--- src/rtl/status_commit_pipe_pkg.sv ---
// Processor-wide status definitions shared by the execute/commit path.
// Overflow codes are the values assign_status writes for an arithmetic exception.
package status_commit_pipe_pkg;

    localparam int STATUS_W = 27;

    localparam logic [STATUS_W-1:0] EXC_ADD  = STATUS_W'(1);
    localparam logic [STATUS_W-1:0] EXC_ADDI = STATUS_W'(2);
    localparam logic [STATUS_W-1:0] EXC_SUB  = STATUS_W'(3);

endpackage

--- src/rtl/status_commit_pipe_status_slot.sv ---
// One pipeline slot carrying a pending status write (valid, exception flag, data).
// Holds its contents while hold is high; cleared asynchronously by reset.
module status_slot #(
    parameter int W = status_commit_pipe_pkg::STATUS_W
) (
    input  logic         clock,
    input  logic         reset,
    input  logic         hold,
    input  logic         d_valid,
    input  logic         d_exc,
    input  logic [W-1:0] d_data,
    output logic         q_valid,
    output logic         q_exc,
    output logic [W-1:0] q_data
);

    always_ff @(posedge clock or posedge reset) begin
        if (reset) begin
            q_valid <= 1'b0;
            q_exc   <= 1'b0;
            q_data  <= '0;
        end else if (!hold) begin
            q_valid <= d_valid;
            q_exc   <= d_exc;
            q_data  <= d_data;
        end
    end

endmodule

--- src/rtl/status_commit_pipe.sv ---
// Carries assign_status writes through X/M and M/W, commits them to rstatus at
// writeback, counts committed exceptions, and forwards the youngest status to bex.
module status_commit_pipe #(
    parameter int STATUS_W = status_commit_pipe_pkg::STATUS_W,
    parameter int CNT_W    = 8
) (
    input  logic                clock,
    input  logic                reset,
    input  logic                ex_valid,
    input  logic                ex_status_we,
    input  logic                ex_is_exc,
    input  logic [STATUS_W-1:0] ex_status_in,
    input  logic                stall,
    input  logic                flush_xm,
    input  logic                bex_query,
    output logic                bex_taken,
    output logic [STATUS_W-1:0] bex_target,
    output logic [STATUS_W-1:0] status_q,
    output logic [CNT_W-1:0]    exc_count
);

    logic                xm_valid, xm_exc;
    logic [STATUS_W-1:0] xm_data;
    logic                mw_valid, mw_exc;
    logic [STATUS_W-1:0] mw_data;
    logic                xm_capture;
    logic [STATUS_W-1:0] fwd;

    // Stall freezes the slot, so a flush raised during a stall has no effect.
    assign xm_capture = ex_valid & ex_status_we & ~flush_xm;

    status_slot #(.W(STATUS_W)) u_xm (
        .clock   (clock),
        .reset   (reset),
        .hold    (stall),
        .d_valid (xm_capture),
        .d_exc   (ex_is_exc),
        .d_data  (ex_status_in),
        .q_valid (xm_valid),
        .q_exc   (xm_exc),
        .q_data  (xm_data)
    );

    status_slot #(.W(STATUS_W)) u_mw (
        .clock   (clock),
        .reset   (reset),
        .hold    (stall),
        .d_valid (xm_valid),
        .d_exc   (xm_exc),
        .d_data  (xm_data),
        .q_valid (mw_valid),
        .q_exc   (mw_exc),
        .q_data  (mw_data)
    );

    always_ff @(posedge clock or posedge reset) begin
        if (reset) begin
            status_q  <= '0;
            exc_count <= '0;
        end else if (!stall && mw_valid) begin
            status_q <= mw_data;
            if (mw_exc && (exc_count != {CNT_W{1'b1}})) begin
                exc_count <= exc_count + CNT_W'(1);
            end
        end
    end

    // Youngest in-flight write wins; the same-cycle ex write is never forwarded.
    always_comb begin
        fwd = status_q;
        if (xm_valid) begin
            fwd = xm_data;
        end else if (mw_valid) begin
            fwd = mw_data;
        end
    end

    assign bex_target = fwd;
    assign bex_taken  = bex_query & (fwd != '0);

endmodule

--- config.mk ---
export PLATFORM = sky130hd
export DESIGN_NAME = status_commit_pipe
export DESIGN_NICKNAME = d
export VERILOG_FILES = /design/src/rtl/status_commit_pipe_pkg.sv /design/src/rtl/status_commit_pipe_status_slot.sv /design/src/rtl/status_commit_pipe.sv
export SDC_FILE = /design/constraint.sdc
export NUM_CORES = 1
export LEC_CHECK = 0
export BUFFER_PORTS_ARGS = -buffer_cell sky130_fd_sc_hd__buf_2
export CAP_MARGIN = 10
export CORE_MARGIN = 2
export CORE_UTILIZATION = 30
export CTS_BUF_LIST = sky130_fd_sc_hd__clkbuf_4
export CTS_CLUSTER_SIZE = 10
export DETAILED_ROUTE_END_ITERATION = 7
export SLEW_MARGIN = 20
export SYNTH_ARGS = -nofsm -noshare
export SYNTH_HDL_FRONTEND = slang
export SYNTH_HIERARCHICAL = 1
export SYNTH_SLANG_ARGS = --single-unit
--- constraint.sdc ---
create_clock -name clock -period 5.6 [get_ports clock]
set_clock_uncertainty 0.1 [all_clocks]
set_input_delay 1.12 -clock clock [delete_from_list [all_inputs] [get_ports clock]]
set_output_delay 1.12 -clock clock [all_outputs]
set_load 0.02 [all_outputs]
# Word-level counts from Yosys, hierarchy flattened
# Cells that the tools add are included.
totals:
  ff_bits: 93
  latch_bits: 0
  ramBits: 0
  mem_bits_ro: 0
  inputBits: 35
  memories: 0
op_classes:
  add_sub_neg: 1
  n_mul: 0
  n_div: 0
  n_lt_le_gt_ge: 0
  eq_ne: 1
  n_shift: 0
  n_mux: 2
  n_bitwise: 4
  n_reduce_logical: 5
ops:
  columns: ["op", "count"]
  rows:
  - ["two-way mux 27 bit", 2]
  - ["nonzero test 27 bit", 1]
  - ["adder 8 x 1 -> 8 bit (second input constant)", 1]
  - ["!= test 8 bit (second input constant)", 1]
  - ["AND 1 bit", 3]
  - ["logical AND 1 bit", 2]
  - ["AND reduction 2 bit", 1]
  - ["zero test 1 bit", 1]
  - ["NOT 1 bit", 1]

# Longest topological paths before layout
logic_depth:
  depth_word: 4
  depth_mapped: 7
  ltp_nobuf: 6

# Modules after synthesis
# Netlist, hierarchy kept.
by_module_without_submodules:
  columns: ["module", "instances", "cells_per_inst", "area_each_um2", "seq_area_each_um2"]
  rows:
  - ["status_slot", 2, 62, 1121.1, 725.7]
  - ["status_commit_pipe", 1, 194, 2031.9, 875.8]

# Worst setup path after synthesis
# Ideal clock, no wire load.
synth_path:
  path_kind: "reg-to-output"
  start: "register u_xm.q_valid"
  end: "output bex_taken"
  arrival_time_ns: 1.689
  required_ns: 4.380
  setup_slack_ns: 2.691
  stages_incl_launch_ff: 7
  cell_sequence: "dfrtp_1 > buf_2 > buf_2 > o21ai_0 > nor4_1 > nand4_1 > o21a_1"
synth_between:
  elab_chain_len: 3
synth_rtl:
  columns: ["item", "line_no", "source"]
  rows:
  - ["from (decl)", "status_commit_pipe_status_slot.sv:12", "output logic q_valid,"]
  - ["from (signal assigned)", "status_commit_pipe_status_slot.sv:23", "q_valid <= d_valid;"]
  - ["two-way mux 27 bit", "status_commit_pipe.sv:71", "if (xm_valid) begin"]
  - ["net bex_target[18]", "status_commit_pipe.sv:17", "output logic [STATUS_W-1:0] bex_target,"]
  - ["nonzero test 27 bit", "status_commit_pipe.sv:79", "assign bex_taken = bex_query & (fwd != '0);"]
  - ["AND 1 bit", "status_commit_pipe.sv:79", null]
  - ["to (decl)", "status_commit_pipe.sv:16", "output logic bex_taken,"]
# The timed path passes the listed nets, and every way through them passes these cells.

# Worst setup path after layout
layout_path:
  start: "register u_mw.q_valid"
  end: "output bex_taken"
layout_between:
  elab_chain_len: 4
layout_rtl:
  columns: ["item", "line_no", "source"]
  rows:
  - ["from (decl)", "status_commit_pipe_status_slot.sv:12", null]
  - ["from (signal assigned)", "status_commit_pipe_status_slot.sv:23", null]
  - ["two-way mux 27 bit", "status_commit_pipe.sv:73", "end else if (mw_valid) begin"]
  - ["two-way mux 27 bit", "status_commit_pipe.sv:71", null]
  - ["nonzero test 27 bit", "status_commit_pipe.sv:79", null]
  - ["AND 1 bit", "status_commit_pipe.sv:79", null]
# No other way between the ends.

==> qor.txt <==
Status: completed
Fillers: 1406
Post-CTS Hold Buffers: 0
Post-synth top area share: 54.4%
First-pass GRT wire length: 15.8 mm
Combinational share of power: 37.3%
Fin. max-slew vios: 0
Tot Pwr: 2.17 mW
Fmax: 249 MHz
DR pass1 iterations: 4
Worst hold-check path type: flop to flop
Hold path depth: 1
Sequential cell area fraction in the yosys report: 54.4%
Netlist cell types: 28
Worst hold start: exc_count[7]
Syn avg cell area: 13.4 µm²
Die H: 123 µm
Leak: 2.27 nW
Routed wire length per instance: 17.1 µm
Most common cell after layout, fill and taps aside: buf_2
Syn Std Cell Area: 0.00427 mm²
Clock power share: 18.6%
Hold Path Sink: exc_count[7]
Net count after synthesis: 354
DRC Markers: 0
Final RePlAce weighted congestion: 0.743
Unrepaired setup endpoints after global routing: no
Sw frac: 38.8%
Post-route minimum period: 4.02 ns
Post-CTS sizing: 0
Vias in the first global route: 2752
Slew HR: 38.3%
Antenna Nets Post-Route: 0
Largest cells by area after synthesis: dfrtp_1 54%, mux2_2 17%, mux2_4 7.0%
Clock Tree Buf Depth: 2
Total GRT Usage: 14.1%
H-tree Lvls: 3
CP Data Required Time: 4.38 ns
Root Driver: clkbuf_4
Largest area contributor in the netlist: dfrtp_1
Yosys warns: 6
Psw: 0.842 mW
FF+latch area: 0.00233 mm²
CP endpoint kind: primary output
Peak VDD IR: 0.190 mV
FF-to-FF setup slack: 2.61 ns
Initial antenna violation count: 1
Die area: 0.0152 mm²
Chip width: 123 µm
Detailed-route via count: 2773
# setup viols final: 0
Flop pwr share: 44.1%
Worst slew pin tran: 0.925 ns
IO Port Bufs: 97
Commonest non-fill, non-tap cells in the layout: 97 x buf_2, 91 x dfrtp_1, 65 x mux2_2
DR iter-0 viols: 107
Synthesized flop and latch total: 93
Final Hold Fails: 0
Multi-input gate area: 0.00179 mm²
CP arrival: 2.80 ns
Post CTS Setup Buffer Count: 0
Period utilization: 71.7%
Syn Inst Count: 318
CTS tree: yes
Share of cells above drive strength 1: 49.3%
DR vias/cell: 4.63
Crit-path max FO: 29
Reg2reg end: exc_count[5]
Power per cell area: 431 mW/mm²
Nature of the critical path startpoint: flop
Final Net Count: 449
Worst R2R Start: u_mw/q_valid
Internal power: 1.33 mW
Reg2Reg Depth: 5
CTS buffer count: 9
Maximum number of pins on one net before global-route repair: 59
Grt ovf: 0
FP Rows: 43
Critical path class: flop to primary output
IO Pins: 98
Setup TNS Final: 0 ns
Floorplan core area: 0.0139 mm²
CTS sink cnt: 93
Detailed Place HPWL: 7.18 mm
Area delta synth->final: 17.9%
WL final: 10.2 mm
Max_cap viols: 0
Worst-path clk slew: 0.15 ns
Starting Density: 30.8%
Clk_lat worst skew: 0.45 ns
==> Yosys cell counts <==
master / instances
dfrtp_1: 93
mux2_2: 65
nand2_1: 36
mux2i_1: 27
o21ai_1: 21
mux2_4: 20
buf_2: 7
buf_6: 6
o21ai_0: 6
nor4_1: 5
xnor2_1: 5
clkbuf_1: 3
inv_1: 3
nand4_1: 3
nand3_1: 2
nor2_1: 2
nor4_2: 2
xor2_1: 2
and2b_1: 1
buf_12: 1
buf_4: 1
ha_1: 1
nor3_1: 1
o211ai_2: 1
o21a_1: 1
o311a_1: 1
or2_1: 1
or3_1: 1
==> flip-flops by register name, indices dropped and copies added, names as in the netlist <==
name and cells:
u_mw/q_exc 1, u_mw/q_valid 1, u_xm/q_data 27, status_q 27
u_mw/q_data 27, u_xm/q_valid 1, u_xm/q_exc 1, exc_count 8
==> final cells by class <==
type	instances	share of cell area, %
Clock buffer	10	1.49
Antenna cell	1	0.0497
Inverter	3	0.223
Sequential cell	93	46.2
Tap cell	180	4.47
Timing Repair Buffer	102	10.4
Clock inverter	6	1.54
Multi-Input combinational cell	204	35.6
==> routing by layer <==
| metal | GRT usage, % | share of wire (%) | vias up |
|---|---|---|---|
| met5 | 0 | 0 | - |
| met4 | 2.77 | 0.70 | 0 |
| met3 | 5.35 | 7.1 | 7 |
| met2 | 23.0 | 48 | 71 |
| met1 | 17.9 | 44 | 1374 |
| li1 | - | - | 1321 |
==> per-stage QoR <==
stage / std cells / area, µm² / utilization (%) / hold slack [ns] / worst slack, ns
after CTS: 598 / 5040 / 36.3 / 0.415 / 1.49
final: 599 / 5040 / 36.3 / 0.405 / 1.58
after global placement: 582 / 4880 / 35.2 / 0.382 / 2.06
after floorplan: 318 / 4270 / - / 0.375 / 2.69
after detailed placement: 582 / 4880 / 35.2 / 0.393 / 2.02
after global routing: 599 / 5040 / 36.3 / 0.424 / 1.28
==> kinds of logic after synthesis <==
| kind of cell | Yosys count | synth area share [%] |
|---|---|---|
| AO/OA/AOI/OAI | 30 | 3.86 |
| XOR/XNOR | 7 | 1.43 |
| adder cells (fa/ha/maj) | 1 | 0.293 |
| buffers and inverters | 21 | 3.57 |
| flip-flops | 93 | 54.4 |
| multiplexers | 112 | 30.5 |
| AND/OR/NAND/NOR | 54 | 5.91 |
==> worst max path at each step <==
stage | startpoint | end | slack, ns | depth (start not counted)
floorplan | u_xm/q_valid | bex_taken | 2.69 | 6
CTS | u_mw/q_valid | bex_taken | 1.49 | 6
detailed placement | u_mw/q_valid | bex_taken | 2.02 | 6
global route | u_mw/q_valid | bex_taken | 1.28 | 6
global placement | u_mw/q_valid | bex_taken | 2.06 | 6
finish | u_mw/q_valid | bex_taken | 1.58 | 6
==> power groups by stage <==
stage,logic [mW],registers (mW),clock network (mW)
floorplan,0.435,1.05,0
global placement,0.814,0.968,0
detailed placement,0.830,0.971,0
CTS,0.832,0.958,0.424
global route,0.877,0.985,0.454
finish,0.810,0.956,0.404
==> critical path: stages, from the launching register on <==
cell,delay (ns)
dfrtp_2,0.99
mux2i_1,0.28
o21ai_0,0.12
nor4_1,0.36
nand4_1,0.23
o21a_1,0.23
buf_2,0.15
No activity file was read; power rests on OpenSTA's default activity.
